[config.mk]
export PLATFORM = sky130hd
export DESIGN_NAME = y_response_monitor
export DESIGN_NICKNAME = d
export VERILOG_FILES = /design/src/rtl/y_response_monitor.sv
export SDC_FILE = /design/constraint.sdc
export NUM_CORES = 1
export LEC_CHECK = 0
export BUFFER_PORTS_ARGS = -buffer_cell sky130_fd_sc_hd__buf_2
export CORE_ASPECT_RATIO = 1.5
export CORE_UTILIZATION = 57
export DETAILED_ROUTE_END_ITERATION = 6
export PLACE_DENSITY = 0.87
export SYNTH_ARGS = -nofsm -noshare
export SYNTH_HDL_FRONTEND = slang
export SYNTH_SLANG_ARGS = --single-unit
[constraint.sdc]
create_clock -name clk -period 3.6 [get_ports clk]
set_clock_uncertainty 0.2 [all_clocks]
set_input_delay 0.72 -clock clk [delete_from_list [all_inputs] [get_ports clk]]
set_output_delay 0.72 -clock clk [all_outputs]
set_load 0.005 [all_outputs]
[src/rtl/y_response_monitor.sv]
// Response monitor: folds sampled DUT outputs into a MISR, counts them, buffers raw
// samples in a small FIFO, and compares the final signature against a golden value.
module y_response_monitor #(
  parameter int unsigned    Y_W   = 82,
  parameter logic [Y_W-1:0] POLY  = Y_W'(3),
  parameter int unsigned    DEPTH = 4,
  parameter int unsigned    CNT_W = 16
) (
  input  logic             clk,
  input  logic             rst,
  input  logic             start,
  input  logic [Y_W-1:0]   y_in,
  input  logic             y_valid,
  input  logic             finish,
  input  logic [Y_W-1:0]   exp_sig,
  output logic [Y_W-1:0]   rd_data,
  output logic             rd_valid,
  input  logic             rd_ready,
  output logic [Y_W-1:0]   signature,
  output logic [CNT_W-1:0] count,
  output logic             overflow,
  output logic             busy,
  output logic             done,
  output logic             pass
);

  localparam int unsigned PTR_W = $clog2(DEPTH);
  localparam int unsigned OCC_W = PTR_W + 1;

  localparam logic [1:0] IDLE  = 2'd0;
  localparam logic [1:0] RUN   = 2'd1;
  localparam logic [1:0] CHECK = 2'd2;
  localparam logic [1:0] DONE  = 2'd3;

  logic [1:0]       state_q, state_d;
  logic [Y_W-1:0]   sig_q, sig_d;
  logic [Y_W-1:0]   exp_q, exp_d;
  logic [CNT_W-1:0] cnt_q, cnt_d;
  logic [PTR_W-1:0] wr_q, wr_d, rd_q, rd_d;
  logic [OCC_W-1:0] occ_q, occ_d;
  logic [Y_W-1:0]   mem_q [DEPTH];
  logic [Y_W-1:0]   mem_d [DEPTH];
  logic             ovf_q, ovf_d;
  logic             busy_q, busy_d;
  logic             done_q, done_d;
  logic             pass_q, pass_d;

  logic             accept;
  logic             pop;
  logic             full;
  logic             push_ok;

  // Next-state logic: start dominates finish and sampling in the same cycle.
  always_comb begin
    state_d = state_q;
    sig_d   = sig_q;
    exp_d   = exp_q;
    cnt_d   = cnt_q;
    wr_d    = wr_q;
    rd_d    = rd_q;
    occ_d   = occ_q;
    mem_d   = mem_q;
    ovf_d   = ovf_q;
    pass_d  = pass_q;
    accept  = (state_q == RUN) && y_valid;
    pop     = (occ_q != '0) && rd_ready;
    full    = (occ_q == OCC_W'(DEPTH));
    push_ok = accept && (!full || pop);

    if (start) begin
      state_d = RUN;
      sig_d   = '0;
      cnt_d   = '0;
      wr_d    = '0;
      rd_d    = '0;
      occ_d   = '0;
      ovf_d   = 1'b0;
      pass_d  = 1'b0;
    end else begin
      case (state_q)
        RUN: begin
          if (finish) begin
            state_d = CHECK;
            exp_d   = exp_sig;
          end
        end
        CHECK: begin
          state_d = DONE;
          pass_d  = (sig_q == exp_q);
        end
        default: ;
      endcase

      if (accept) begin
        sig_d = {sig_q[Y_W-2:0], 1'b0} ^ (sig_q[Y_W-1] ? POLY : '0) ^ y_in;
        if (cnt_q != '1) cnt_d = cnt_q + CNT_W'(1);
        if (!push_ok) ovf_d = 1'b1;
      end

      if (push_ok) begin
        mem_d[wr_q] = y_in;
        wr_d        = wr_q + PTR_W'(1);
      end
      if (pop) rd_d = rd_q + PTR_W'(1);

      case ({push_ok, pop})
        2'b10:   occ_d = occ_q + OCC_W'(1);
        2'b01:   occ_d = occ_q - OCC_W'(1);
        default: occ_d = occ_q;
      endcase
    end

    busy_d = (state_d == RUN) || (state_d == CHECK);
    done_d = (state_d == DONE);
  end

  always_ff @(posedge clk) begin
    if (rst) begin
      state_q <= IDLE;
      sig_q   <= '0;
      exp_q   <= '0;
      cnt_q   <= '0;
      wr_q    <= '0;
      rd_q    <= '0;
      occ_q   <= '0;
      ovf_q   <= 1'b0;
      busy_q  <= 1'b0;
      done_q  <= 1'b0;
      pass_q  <= 1'b0;
      for (int i = 0; i < int'(DEPTH); i++) mem_q[i] <= '0;
    end else begin
      state_q <= state_d;
      sig_q   <= sig_d;
      exp_q   <= exp_d;
      cnt_q   <= cnt_d;
      wr_q    <= wr_d;
      rd_q    <= rd_d;
      occ_q   <= occ_d;
      ovf_q   <= ovf_d;
      busy_q  <= busy_d;
      done_q  <= done_d;
      pass_q  <= pass_d;
      for (int i = 0; i < int'(DEPTH); i++) mem_q[i] <= mem_d[i];
    end
  end

  assign rd_data   = mem_q[rd_q];
  assign rd_valid  = (occ_q != '0);
  assign signature = sig_q;
  assign count     = cnt_q;
  assign overflow  = ovf_q;
  assign busy      = busy_q;
  assign done      = done_q;
  assign pass      = pass_q;

endmodule
==> out/qor.txt <==
Count of endpoints failing setup in the final report -> 0
Number of warnings printed during yosys synthesis -> 0
Number of antenna violations at the first check in global routing -> 19
Slew HR -> 20.6%
Critical path class -> reg2out
Sequential cell area -> 10400 um2
Run status -> completed
Non-filler instance count after layout -> 3342
Sequential fraction of the synthesis area -> 47.6%
Final weighted congestion in routability-driven placement -> 0.933
Area of the multi-input gates -> 10400 um2
Number of DRC violations after detailed routing -> 0
CTS clock-pin slew for the worst setup and hold paths -> 70 ps
Number of filler cells placed in the layout -> 2851
Post-placement cell count -> 3238
Hold Startpoint -> exp_sig[16]
Number of H-tree branching levels -> 2
CP bufs+invs -> 2
DRC marker count from the first detailed-route iteration -> 2119
Number of hold-slack violations in the final timing report -> 0
Launching instance or port of the critical path -> rd_q[1]
Most common cell after layout, fill and taps aside -> sky130_fd_sc_hd__nand2_1
Vias per cell -> 6.08
Fmax -> 0.309 GHz
Clock tree from TritonCTS -> done
Master of the slowest instance on the critical path -> sky130_fd_sc_hd__dfxtp_4
Mapped cell area -> 21900 um2
Global router's overall resource usage -> 36.5%
Fin crit period -> 3240 ps
Vertical extent of the die -> 242 um
Fraction of final layout cells with drive strength greater than 1 -> 20.4%
Max-cap viol count -> 0
Number of clock buffers inserted by TritonCTS -> 48
Largest area contributor in the synthesized netlist -> sky130_fd_sc_hd__dfxtp_1
Setup repair after global routing missed its margin -> no
Critical Path Stages -> 3
Wire length of the first global-routing pass -> 110000 um
Worst hold margin -> 174 ps
Area overhead of the layout relative to synthesis -> 16.6%
Die boundary width -> 162 um
Number of instances resized during post-cts repair -> 0
Number of storage elements in the synthesis netlist -> 521
Worst-margin pin slew -> 1190 ps
Top_reg_cell synth -> sky130_fd_sc_hd__dfxtp_1
Number of iterations in the first detailed-routing pass -> 6
Core Area -> 37800 um2
Number of enable flip-flop cells after synthesis -> 0
Distinct cell type count of the synthesized netlist -> 42
Total die area -> 39300 um2
Adder and majority cell fraction of the synthesized area -> 0.548%
Fraction of the mapped netlist area in compound gates -> 13.2%
Net count of the mapped netlist -> 2714
Max FO, Critical Path -> 39
Count of port buffers added during placement -> 354
Proportion of netlist area held by the largest area contributor -> 47.6%
Post-layout total power -> 0.0121 W
Grt ovf -> 0
Capturing element of the worst setup path -> rd_data[19]
Post-synthesis average cell area -> 8.65 um2
Mux contribution to synthesized area -> 8.42%
Maximum root-to-sink buffer count -> 3
Worst EP arrival -> 2320 ps
Effective utilization at floorplan -> 58.1%
Synth Area in Simple Gates -> 18.8%
Total wire length after detailed routing -> 72700 um
Maximum number of pins on one net before global-route repair -> 234
Number of core rows -> 87
Cell at the root of the clock tree -> sky130_fd_sc_hd__clkbuf_16
Post CTS Setup Buffer Count -> 0
Setup_tns -> 0 ps
Top cells by area in the synthesized netlist -> sky130_fd_sc_hd__dfxtp_1 (48%), sky130_fd_sc_hd__nand2_1 (14%), sky130_fd_sc_hd__a21oi_1 (9.6%), sky130_fd_sc_hd__mux4_2 (8.4%), sky130_fd_sc_hd__xnor2_1 (5.8%)
Launch instance of the worst register-to-register path -> state_q[1]
Largest family of logic cells by synthesized area -> simple AND/OR/NAND/NOR gates
Highest cell delay on the worst timing path -> 680 ps
Hold-fix buffers, CTS -> 0
DRT antenna net count -> 0
Routed wire length per instance -> 21.8 um
Critical path cell sequence -> buf_12 -> mux4_2 -> buf_2
Power density of the placed cells -> 474 nW/um2
Parity-gate share of the synthesized area counting xor and xnor cells -> 6.51%
Period utilization -> 89.9%
Reg2reg end -> mem_q[125]
Worst Reg-to-Reg Cells -> 9
Number of sinks handled by clock tree synthesis -> 521
Number of nets in the final layout -> 2978
Required @ worst endpoint -> 2680 ps
Post-route core utilization -> 67.7%
Share of async-settable or async-resettable flops after synthesis -> 0%
I/O pin count -> 355
Pleak -> 9.19 nW
Count of pins over their slew limit -> 0
Cell type group with the largest total delay on the critical path -> flip-flops
Most used cells in the layout excluding fill and tap cells -> sky130_fd_sc_hd__nand2_1 (831), sky130_fd_sc_hd__dfxtp_1 (519), sky130_fd_sc_hd__a21oi_1 (420)
Number of global-route vias before repair -> 19.8k
Worst hold path class -> in2reg
Post-synthesis instance total -> 2535
Nature of the critical path endpoint -> primary output
R2R Setup Slk -> 940 ps
Clock network latency to the later pin of the worst-skew pair -> 590 ps
Sum of net half-perimeters after detailed placement -> 46900 um
Type of origin of the critical path -> flip-flop
Maximum vdd ir drop -> 0.404 mV
Via Count -> 20.3k
==> layer usage <==
layer / vias up / share of wire (%) / track usage, %
met2: 1267 / 48 / 60.0
met4: 12 / 6.5 / 23.8
met1: 9695 / 36 / 42.5
met5: - / 0.092 / 0
li1: 9019 / - / -
met3: 323 / 9.4 / 8.17
==> worst min path at each step <==
| stage | slack, ps | cells past startpoint | endpoint |
|---|---|---|---|
| after floorplan | 230 | 2 | mem_q[100] |
| after global placement | 240 | 2 | mem_q[212] |
| after detailed placement | 240 | 2 | mem_q[162] |
| after CTS | 160 | 3 | exp_q[16] |
| after global routing | 180 | 3 | exp_q[16] |
| final | 170 | 3 | exp_q[16] |
==> per-stage QoR <==
step	instance area, um2	worst slack (ps)
after floorplan	21900	794
after global placement	23900	689
after detailed placement	23900	694
after CTS	25500	468
after global routing	25600	381
final	25600	362
==> logic make-up after synthesis <==
logic type,after synthesis
compound gates,525
xor+xnor,163
fa+ha+maj,9
buf+inv,205
flops,521
mux,82
simple gates,1030
==> report_power, final <==
| part | internal (W) | switching, W | total [W] |
|---|---|---|---|
| Clock | 0.00305 | 0.00229 | 0.00534 |
| Combinational | 0.000316 | 0.000526 | 0.000842 |
| Sequential | 0.00584 | 0.0000853 | 0.00593 |
==> cells in the mapped netlist (all sizes together), types with 4 or more instances <==
| cell type | number |
|---|---|
| nor4 | 8 |
| clkbuf | 93 |
| ha | 8 |
| nand4 | 21 |
| and2 | 6 |
| nand2 | 836 |
| a211oi | 82 |
| nor3 | 11 |
| nor2b | 18 |
| nor2 | 107 |
| nand3 | 4 |
| xor2 | 18 |
| dfxtp | 521 |
| buf | 88 |
| a21oi | 420 |
| xnor2 | 145 |
| a2111o | 6 |
| nor4b | 4 |
| o21ai | 6 |
| inv | 24 |
| mux4 | 82 |
==> area by class of cell <==
| class | count | share of cell area [%] |
|---|---|---|
| diodes | 14 | 0.137 |
| clock buffers | 70 | 5.73 |
| clock inverters | 20 | 0.749 |
| inverters | 24 | 0.352 |
| multi-input cells | 1809 | 40.9 |
| flip-flops and latches | 521 | 40.8 |
| well taps | 489 | 2.39 |
| repair buffers | 395 | 8.95 |
==> worst register-to-register path, cell delays in order (launching register included) <==
cell	delay, ps
sky130_fd_sc_hd__dfxtp_1	330
sky130_fd_sc_hd__inv_1	110
sky130_fd_sc_hd__ha_1	280
sky130_fd_sc_hd__nand2_2	110
sky130_fd_sc_hd__nor3_2	180
sky130_fd_sc_hd__buf_4	230
sky130_fd_sc_hd__and2_4	530
sky130_fd_sc_hd__buf_4	310
sky130_fd_sc_hd__nand2_1	120
sky130_fd_sc_hd__a21oi_1	180
==> state kept, by name, indices dropped and copies added (netlist names), 2 cells and up <==
signal,cells
count,16
state_q,2
rd_q,2
mem_q,328
wr_q,2
signature,82
occ_q,3
exp_q,82
Power figures use the tool's default switching activity.
